**src/rtl/imem_access_arbiter_if.sv**
```systemverilog
// Bundle of the fetch port, loader port and memory-side signals of the imem arbiter.
// The slave modport is the arbiter's view; the master modport is the requesters'/memory's view.
// No state lives here; timing and backpressure are defined by the arbiter.
interface imem_access_arbiter_if #(
  parameter int AW = 8
);
  // fetch port (read-only)
  logic          f_req;
  logic [31:0]   f_addr;
  logic          f_gnt;
  logic          f_valid;
  logic [31:0]   f_rdata;
  logic          f_err;
  // loader/debug port (read/write)
  logic          l_req;
  logic          l_we;
  logic [31:0]   l_addr;
  logic [31:0]   l_wdata;
  logic          l_gnt;
  logic          l_valid;
  logic [31:0]   l_rdata;
  logic          l_err;
  // memory array side
  logic [AW-1:0] mem_addr;
  logic          mem_we;
  logic [31:0]   mem_wdata;
  logic [31:0]   mem_rdata;
  // status
  logic          busy;

  modport slave (
    input  f_req, f_addr, l_req, l_we, l_addr, l_wdata, mem_rdata,
    output f_gnt, f_valid, f_rdata, f_err,
    output l_gnt, l_valid, l_rdata, l_err,
    output mem_addr, mem_we, mem_wdata, busy
  );

  modport master (
    output f_req, f_addr, l_req, l_we, l_addr, l_wdata, mem_rdata,
    input  f_gnt, f_valid, f_rdata, f_err,
    input  l_gnt, l_valid, l_rdata, l_err,
    input  mem_addr, mem_we, mem_wdata, busy
  );
endinterface

```
**src/rtl/imem_access_arbiter.sv**
```systemverilog
// Round-robin arbiter sharing one single-port instruction memory between fetch (F) and loader (L).
// Latency: grant at cycle T, valid pulse at T+WAIT_CYCLES+1; one access per WAIT_CYCLES+1 cycles.
// Backpressure: requesters hold req until the combinational gnt, which is only given in IDLE.
// Optional macro IMEM_RANGE_CHK_EN: addresses >= DEPTH complete with err=1, rdata=0 and no
// memory write; without it addresses wrap to addr[AW-1:0] and err is always 0.
module imem_access_arbiter #(
  parameter int DEPTH       = 256,
  parameter int WAIT_CYCLES = 1,
  localparam int AW         = $clog2(DEPTH)
) (
  input  logic            clk,
  input  logic            rst_n,
  imem_access_arbiter_if.slave bus
);

  localparam int CW = (WAIT_CYCLES > 1) ? $clog2(WAIT_CYCLES) : 1;

  typedef enum logic {
    S_IDLE,
    S_ACCESS
  } state_t;

  state_t        state_q, state_d;
  logic [CW-1:0] cnt_q, cnt_d;
  logic          last_l_q, last_l_d;   // 1: loader was granted last, so fetch wins a tie
  logic          own_l_q, own_l_d;     // owner of the access in flight
  logic          we_q, we_d;
  logic          oor_q, oor_d;         // latched out-of-range flag
  logic [AW-1:0] addr_q, addr_d;
  logic [31:0]   wdata_q, wdata_d;
  logic          f_valid_q, f_valid_d;
  logic          l_valid_q, l_valid_d;
  logic [31:0]   f_rdata_q, f_rdata_d;
  logic [31:0]   l_rdata_q, l_rdata_d;
  logic          f_err_q, f_err_d;
  logic          l_err_q, l_err_d;

  logic          gnt_f;
  logic          gnt_l;
  logic [31:0]   sel_addr;
  logic          sel_oor;
  logic          last_cyc;
  logic [31:0]   rd_val;

  // Arbitration, range check and memory-side strobes
  always_comb begin
    gnt_f    = (state_q == S_IDLE) && bus.f_req && (!bus.l_req || last_l_q);
    gnt_l    = (state_q == S_IDLE) && bus.l_req && !gnt_f;
    sel_addr = gnt_l ? bus.l_addr : bus.f_addr;
`ifdef IMEM_RANGE_CHK_EN
    sel_oor  = (sel_addr >= 32'(DEPTH));
`else
    sel_oor  = 1'b0;
`endif
    last_cyc = (state_q == S_ACCESS) && (cnt_q == '0);
    rd_val   = oor_q ? 32'd0 : bus.mem_rdata;
  end

  assign bus.f_gnt     = gnt_f;
  assign bus.l_gnt     = gnt_l;
  assign bus.busy      = (state_q == S_ACCESS);
  assign bus.mem_addr  = (state_q == S_ACCESS) ? addr_q : '0;
  assign bus.mem_we    = last_cyc && we_q && !oor_q;
  assign bus.mem_wdata = bus.mem_we ? wdata_q : 32'd0;
  assign bus.f_valid   = f_valid_q;
  assign bus.f_rdata   = f_rdata_q;
  assign bus.f_err     = f_err_q;
  assign bus.l_valid   = l_valid_q;
  assign bus.l_rdata   = l_rdata_q;
  assign bus.l_err     = l_err_q;

  // Next-state: grant/latch in IDLE, count down in ACCESS, complete on the last cycle
  always_comb begin
    state_d   = state_q;
    cnt_d     = cnt_q;
    last_l_d  = last_l_q;
    own_l_d   = own_l_q;
    we_d      = we_q;
    oor_d     = oor_q;
    addr_d    = addr_q;
    wdata_d   = wdata_q;
    f_valid_d = 1'b0;
    l_valid_d = 1'b0;
    f_rdata_d = f_rdata_q;
    l_rdata_d = l_rdata_q;
    f_err_d   = f_err_q;
    l_err_d   = l_err_q;
    case (state_q)
      S_IDLE: begin
        if (gnt_f || gnt_l) begin
          state_d  = S_ACCESS;
          cnt_d    = CW'(WAIT_CYCLES - 1);
          last_l_d = gnt_l;
          own_l_d  = gnt_l;
          we_d     = gnt_l && bus.l_we;
          oor_d    = sel_oor;
          addr_d   = sel_addr[AW-1:0];
          wdata_d  = gnt_l ? bus.l_wdata : 32'd0;
        end
      end
      S_ACCESS: begin
        if (cnt_q != '0) begin
          cnt_d = cnt_q - 1'b1;
        end else begin
          state_d = S_IDLE;
          if (own_l_q) begin
            l_valid_d = 1'b1;
            l_rdata_d = we_q ? 32'd0 : rd_val;
            l_err_d   = oor_q;
          end else begin
            f_valid_d = 1'b1;
            f_rdata_d = rd_val;
            f_err_d   = oor_q;
          end
        end
      end
      default: state_d = S_IDLE;
    endcase
  end

  // State registers; an asynchronous reset aborts any access in flight
  always_ff @(posedge clk or negedge rst_n) begin
    if (!rst_n) begin
      state_q   <= S_IDLE;
      cnt_q     <= '0;
      last_l_q  <= 1'b1;
      own_l_q   <= 1'b0;
      we_q      <= 1'b0;
      oor_q     <= 1'b0;
      addr_q    <= '0;
      wdata_q   <= 32'd0;
      f_valid_q <= 1'b0;
      l_valid_q <= 1'b0;
      f_rdata_q <= 32'd0;
      l_rdata_q <= 32'd0;
      f_err_q   <= 1'b0;
      l_err_q   <= 1'b0;
    end else begin
      state_q   <= state_d;
      cnt_q     <= cnt_d;
      last_l_q  <= last_l_d;
      own_l_q   <= own_l_d;
      we_q      <= we_d;
      oor_q     <= oor_d;
      addr_q    <= addr_d;
      wdata_q   <= wdata_d;
      f_valid_q <= f_valid_d;
      l_valid_q <= l_valid_d;
      f_rdata_q <= f_rdata_d;
      l_rdata_q <= l_rdata_d;
      f_err_q   <= f_err_d;
      l_err_q   <= l_err_d;
    end
  end

endmodule
```
**src/flat_wrapper.sv**
```systemverilog
// flat-port wrapper written by rule: the top's interface ports become plain ports
module imem_access_arbiter_flat 
#(
  parameter int DEPTH       = 256,
  parameter int WAIT_CYCLES = 1,
  localparam int AW         = $clog2(DEPTH)
)
  (clk, rst_n, bus_f_req, bus_f_addr, bus_l_req, bus_l_we, bus_l_addr, bus_l_wdata, bus_mem_rdata, bus_f_gnt, bus_f_valid, bus_f_rdata, bus_f_err, bus_l_gnt, bus_l_valid, bus_l_rdata, bus_l_err, bus_mem_addr, bus_mem_we, bus_mem_wdata, bus_busy);
  imem_access_arbiter_if bus_i ();
  input  logic clk;
  input  logic rst_n;
  input wire logic [$bits(bus_i.f_req)-1:0] bus_f_req;
  input wire logic [$bits(bus_i.f_addr)-1:0] bus_f_addr;
  input wire logic [$bits(bus_i.l_req)-1:0] bus_l_req;
  input wire logic [$bits(bus_i.l_we)-1:0] bus_l_we;
  input wire logic [$bits(bus_i.l_addr)-1:0] bus_l_addr;
  input wire logic [$bits(bus_i.l_wdata)-1:0] bus_l_wdata;
  input wire logic [$bits(bus_i.mem_rdata)-1:0] bus_mem_rdata;
  output wire logic [$bits(bus_i.f_gnt)-1:0] bus_f_gnt;
  output wire logic [$bits(bus_i.f_valid)-1:0] bus_f_valid;
  output wire logic [$bits(bus_i.f_rdata)-1:0] bus_f_rdata;
  output wire logic [$bits(bus_i.f_err)-1:0] bus_f_err;
  output wire logic [$bits(bus_i.l_gnt)-1:0] bus_l_gnt;
  output wire logic [$bits(bus_i.l_valid)-1:0] bus_l_valid;
  output wire logic [$bits(bus_i.l_rdata)-1:0] bus_l_rdata;
  output wire logic [$bits(bus_i.l_err)-1:0] bus_l_err;
  output wire logic [$bits(bus_i.mem_addr)-1:0] bus_mem_addr;
  output wire logic [$bits(bus_i.mem_we)-1:0] bus_mem_we;
  output wire logic [$bits(bus_i.mem_wdata)-1:0] bus_mem_wdata;
  output wire logic [$bits(bus_i.busy)-1:0] bus_busy;
  assign bus_i.f_req = bus_f_req;
  assign bus_i.f_addr = bus_f_addr;
  assign bus_i.l_req = bus_l_req;
  assign bus_i.l_we = bus_l_we;
  assign bus_i.l_addr = bus_l_addr;
  assign bus_i.l_wdata = bus_l_wdata;
  assign bus_i.mem_rdata = bus_mem_rdata;
  assign bus_f_gnt = bus_i.f_gnt;
  assign bus_f_valid = bus_i.f_valid;
  assign bus_f_rdata = bus_i.f_rdata;
  assign bus_f_err = bus_i.f_err;
  assign bus_l_gnt = bus_i.l_gnt;
  assign bus_l_valid = bus_i.l_valid;
  assign bus_l_rdata = bus_i.l_rdata;
  assign bus_l_err = bus_i.l_err;
  assign bus_mem_addr = bus_i.mem_addr;
  assign bus_mem_we = bus_i.mem_we;
  assign bus_mem_wdata = bus_i.mem_wdata;
  assign bus_busy = bus_i.busy;
  imem_access_arbiter #(.DEPTH(DEPTH), .WAIT_CYCLES(WAIT_CYCLES)) u_core (.clk(clk), .rst_n(rst_n), .bus(bus_i));
endmodule
```
**config.mk**
```make
export PLATFORM = sky130hd
export DESIGN_NAME = imem_access_arbiter_flat
export DESIGN_NICKNAME = d
export VERILOG_FILES = /design/src/rtl/imem_access_arbiter_if.sv /design/src/rtl/imem_access_arbiter.sv /design/src/flat_wrapper.sv
export SDC_FILE = /design/constraint.sdc
export NUM_CORES = 1
export LEC_CHECK = 0
export BUFFER_PORTS_ARGS = -buffer_cell sky130_fd_sc_hd__clkbuf_2
export CORE_MARGIN = 2
export CORE_UTILIZATION = 49
export DETAILED_ROUTE_END_ITERATION = 8
export PLACE_DENSITY = 0.86
export SYNTH_ARGS = -nofsm -noshare
export SYNTH_HDL_FRONTEND = slang
export SYNTH_SLANG_ARGS = --single-unit
```
**constraint.sdc**
```tcl
create_clock -name clk -period 2.3 [get_ports clk]
set_input_delay 0.345 -clock clk [delete_from_list [all_inputs] [get_ports clk]]
set_output_delay 0.345 -clock clk [all_outputs]
set_load 0.005 [all_outputs]
```
; Word-level counts from Yosys, hierarchy flattened
; Cells that the tools add are included.
[word_totals]
reg_bits = 111
inputBits = 133
elab_cells = 47
[op_classes]
addsub = 1
eq_ne = 1
n_mux = 17
bitwise = 3
reduce_logical = 14
[ops]
columns = operator, n
row1 = 32-bit two-way mux, 3
row2 = 8-bit two-way mux, 2
row3 = 1-bit two-way mux, 10
row4 = 1-bit logical AND, 7
row5 = 3-bit AND reduction, 2
row6 = 1-bit one-hot mux with 2 select lines, 2
row7 = 1-bit NOT, 3
row8 = 1-bit logical NOT, 2
row9 = 1-bit logical OR, 2
row10 = "2-bit inequality test, second input constant", 1
row11 = 2-bit AND reduction, 1
row12 = "1-bit subtractor, second input constant", 1

; Depth between registers and ports, before layout
[logic_depth]
depth_word = 8
depth_mapped = 6
depth_no_buf = 5

; Least setup slack after synthesis
; OpenSTA, ideal clock, no wires.
[synth_timing]
path_kind = flip-flop to output port
startpoint = register u_core.state_q (netlist: u_core.bus.busy)
endpoint = output bus_l_gnt
arrival_time_ns = 1.066
setup_slack_ns = 0.889
path_stages_with_launch = 6
path_buffers = 3
cell_sequence = dfrtp_1 > buf_6 > nand2b_4 > buf_6 > nor2_8 > buf_6
[synth_between]
elab_chain_len = 5
word_cells_on_any_way = 6
cone_classes = bitwise: 1 / reduce/logical: 5
[synth_rtl]
columns = item, line
row1 = "start, declared", imem_access_arbiter.sv:23  ; state_t state_q, state_d;
row2 = "start signal, assigned", imem_access_arbiter.sv:139  ; state_q <= state_d;
row3 = 1-bit NOT *, "imem_access_arbiter.sv:47, imem_access_arbiter.sv:48"
row4 = 1-bit logical AND (2 in series), imem_access_arbiter.sv:47  ; gnt_f = (state_q == S_IDLE) && bus.f_req && (!bus.l_req || last_l_q);
row5 = 1-bit logical NOT, imem_access_arbiter.sv:48  ; gnt_l = (state_q == S_IDLE) && bus.l_req && !gnt_f;
row6 = 1-bit logical AND *, imem_access_arbiter.sv:48
row7 = "end, declared", flat_wrapper.sv:23  ; output wire logic [$bits(bus_i.l_gnt)-1:0] bus_l_gnt;
; Every way passes the cells marked *; elsewhere a longest branch is shown, timed or not.

; Worst setup path in the final report
; Ends and elaborated chain as after synthesis.

==> metrics <==
Fin Clk Skew=0.0174 ns; CP arrival=1.73 ns; initial antenna violation count=0; area occupied by registers=2750 µm²; Pwr Total=5.40 mW; vias in the first global route=3562; Mapped Cells=395; first-pass GRT wire length=17.3 mm; switching share of power=32.5%; Syn Area/Cell=11.8 µm²; fillers=758; Die Y-Extent=102 µm; synth-to-layout area growth=25.4%; # IOs=245; GRT Overall Usage=21.5%; Max Cap Violations=0; Ys Warns=0; Slew HR=36.4%; fin nets=705; Required @ worst endpoint=1.96 ns; H-tree depth=3; startpoint types=flip-flop; CTS root buf=clkbuf_8; Routed WL=11.2 mm; Setup Viol. Count Final=0; Post-CTS Setup Bufs=0; EDFF count, synth=0; Hold Buf Count CTS=0; GP Congestion=0.852; num rows=35; CTS buffer count=9; Core ar.=9240 µm²; Seq pwr share=51.8%; met3 usage=4.76%; top cell type's share of synthesized area=58.4%; Pins Over Slew Limit=0; asr flop ratio synth=100%; Final HPWL DP=7.87 mm; RSZ-0062 raised after global routing=false; setup TNS=0 ns; WHS=0.00591 ns; Longest Clk Path Bufs=2; die width=102 µm; Synth Flop Type=dfrtp_1; DRT iter0 DRCs=129; initial core utilization=50.5%; clock network power share=20.0%; worst min-delay path class=in -> async; Resized cells post-CTS=0; mapped cell area=4670 µm²; Distinct cells, synth=27; Sink Count=110; area of the multi-input gates=1680 µm²; CTS tree=built; via count=3719; WL per Instance=15.8 µm; n_diodes=0; register area share after synthesis=59.0%; WS Path Type=reg -> out; CP max FO=35; pwr dens=923 nW/µm²; Residual DRC=0; worst skew pair latency=0.37 ns; Peak VDD IR=365 µV; Final Hold Fails=0; largest cells by area after synthesis=dfrtp_1 (58%), mux2_1 (7.7%), a22o_1 (6.2%); fin crit share=90.4%; Synth area leader=dfrtp_1; Max Fclk=481 MHz; CTS clk-pin slew, worst paths=0.11 ns; met2 usage=34.5%; Slew @ Worst Pin=0.951 ns; Detail Route Antenna Nets=0; 1st-pass router iterations=4; combinational power share=28.2%; M1 GR Usage=28.5%; Seq cells post-synth=110; Worst Reg-to-Reg Cells=6; Pleak=3.11 nW; fraction of layout cells with a size suffix above 1=39.0%; fin crit period=2.08 ns; drt via density=5.27; GR Overflow Total=0; crit path capture type=primary output; Port Buffers=194; Pint=3.65 mW; Final Instance Area=5850 µm²; die area=10300 µm²; pin count of the biggest net entering global routing=111; outcome=complete, no violations; busiest grt layer=met2; Sw Pwr=1.76 mW; Placed Area=5670 µm²
==> cells in the mapped netlist, types with 2 or more instances <==
library cell and instances:
a22o_1 33, inv_2 3, nor2_1 8, inv_1 2, o21ai_1 32, a31oi_1 8
nand2_1 33, and2_1 10, buf_6 8, dfrtp_1 109, and3_1 32, mux2_1 32
buf_2 10, buf_4 5, o2111ai_1 8, o21ai_0 8, clkbuf_1 12, nand2b_1 33
==> power by group through the flow <==
| stage | Sequential, mW | Clock, mW | Combinational, mW |
|---|---|---|---|
| 2_1_floorplan | 2.80 | 0 | 0.764 |
| 3_3_place_gp | 2.79 | 0 | 1.49 |
| 3_5_place_dp | 2.84 | 0 | 1.55 |
| 4_1_cts | 2.80 | 1.11 | 1.55 |
| 5_1_grt | 2.86 | 1.19 | 1.71 |
| 6_report | 2.80 | 1.08 | 1.52 |
==> placed cells by master, fill, tap and decap left out, types with 8 or more instances in the layout <==
cell / n
nor2_1: 8
o2111ai_1: 8
o21ai_1: 32
clkbuf_8: 9
o21ai_0: 8
nand2b_1: 32
mux2_1: 32
and2_1: 10
and3_1: 32
dfrtp_1: 109
a31oi_1: 8
clkbuf_2: 193
nand2_1: 32
a22o_1: 33
==> routing by layer <==
metal,wire [µm],vias up
met2,5430,173
met1,4760,1804
met5,0,-
met3,826,14
met4,160,0
li1,-,1728
==> sequential cells by signal (all words and copies together) (netlist names) <==
name / flops
u_core.addr_q: 8
u_core.bus.busy: 1
u_core.bus.f_rdata: 32
u_core.bus.f_valid: 1
u_core.bus.l_rdata: 32
u_core.bus.l_valid: 1
u_core.last_l_q: 1
u_core.own_l_q: 1
u_core.wdata_q: 32
u_core.we_q: 1
==> through the flow <==
step	utilization (%)	setup slack, ns	instances
2_1_floorplan	-	0.889	396
6_report	63.4	0.220	706
5_1_grt	63.4	0.134	706
3_5_place_dp	61.4	0.219	690
3_3_place_gp	61.4	0.292	690
4_1_cts	63.4	0.184	706
==> cells by family after synthesis <==
family,synth area share (%)
AO/OA/AOI/OAI,13.9
multiplexers,7.72
AND/OR/NAND/NOR,14.1
buffers and inverters,5.25
other,0.0804
flip-flops,59.0
==> layout make-up <==
type,instances,share of cell area (%)
Inverter,6,0.385
Sequential cell,110,47.0
Tap cell,129,2.76
Timing Repair Buffer,200,18.0
Multi-Input combinational cell,245,28.6
Clock inverter,7,1.03
Clock buffer,9,2.12
==> final timing paths <==
| kind | from | to | slack [ns] |
|---|---|---|---|
| worst max-delay path | u_core.bus.busy | bus_l_gnt | 0.22 |
| worst min-delay path | rst_n | u_core.bus.f_rdata[16] | 0.006 |
| worst max register to register | u_core.bus.busy | u_core.addr_q[7] | 0.45 |
| worst min register to register | u_core.bus.l_rdata[25] | u_core.bus.l_rdata[25] | 0.50 |
| max in group asynchronous | rst_n | u_core.bus.l_rdata[24] | 1.81 |
| min in group clk | bus_mem_rdata[4] | u_core.bus.f_rdata[4] | 0.20 |
==> worst max-delay path: stages (launching register included) <==
cell	delay, ns
dfrtp_1	0.47
nand2b_4	0.24
nor2_8	0.46
clkbuf_2	0.20
(Power assumes the default switching activity.)
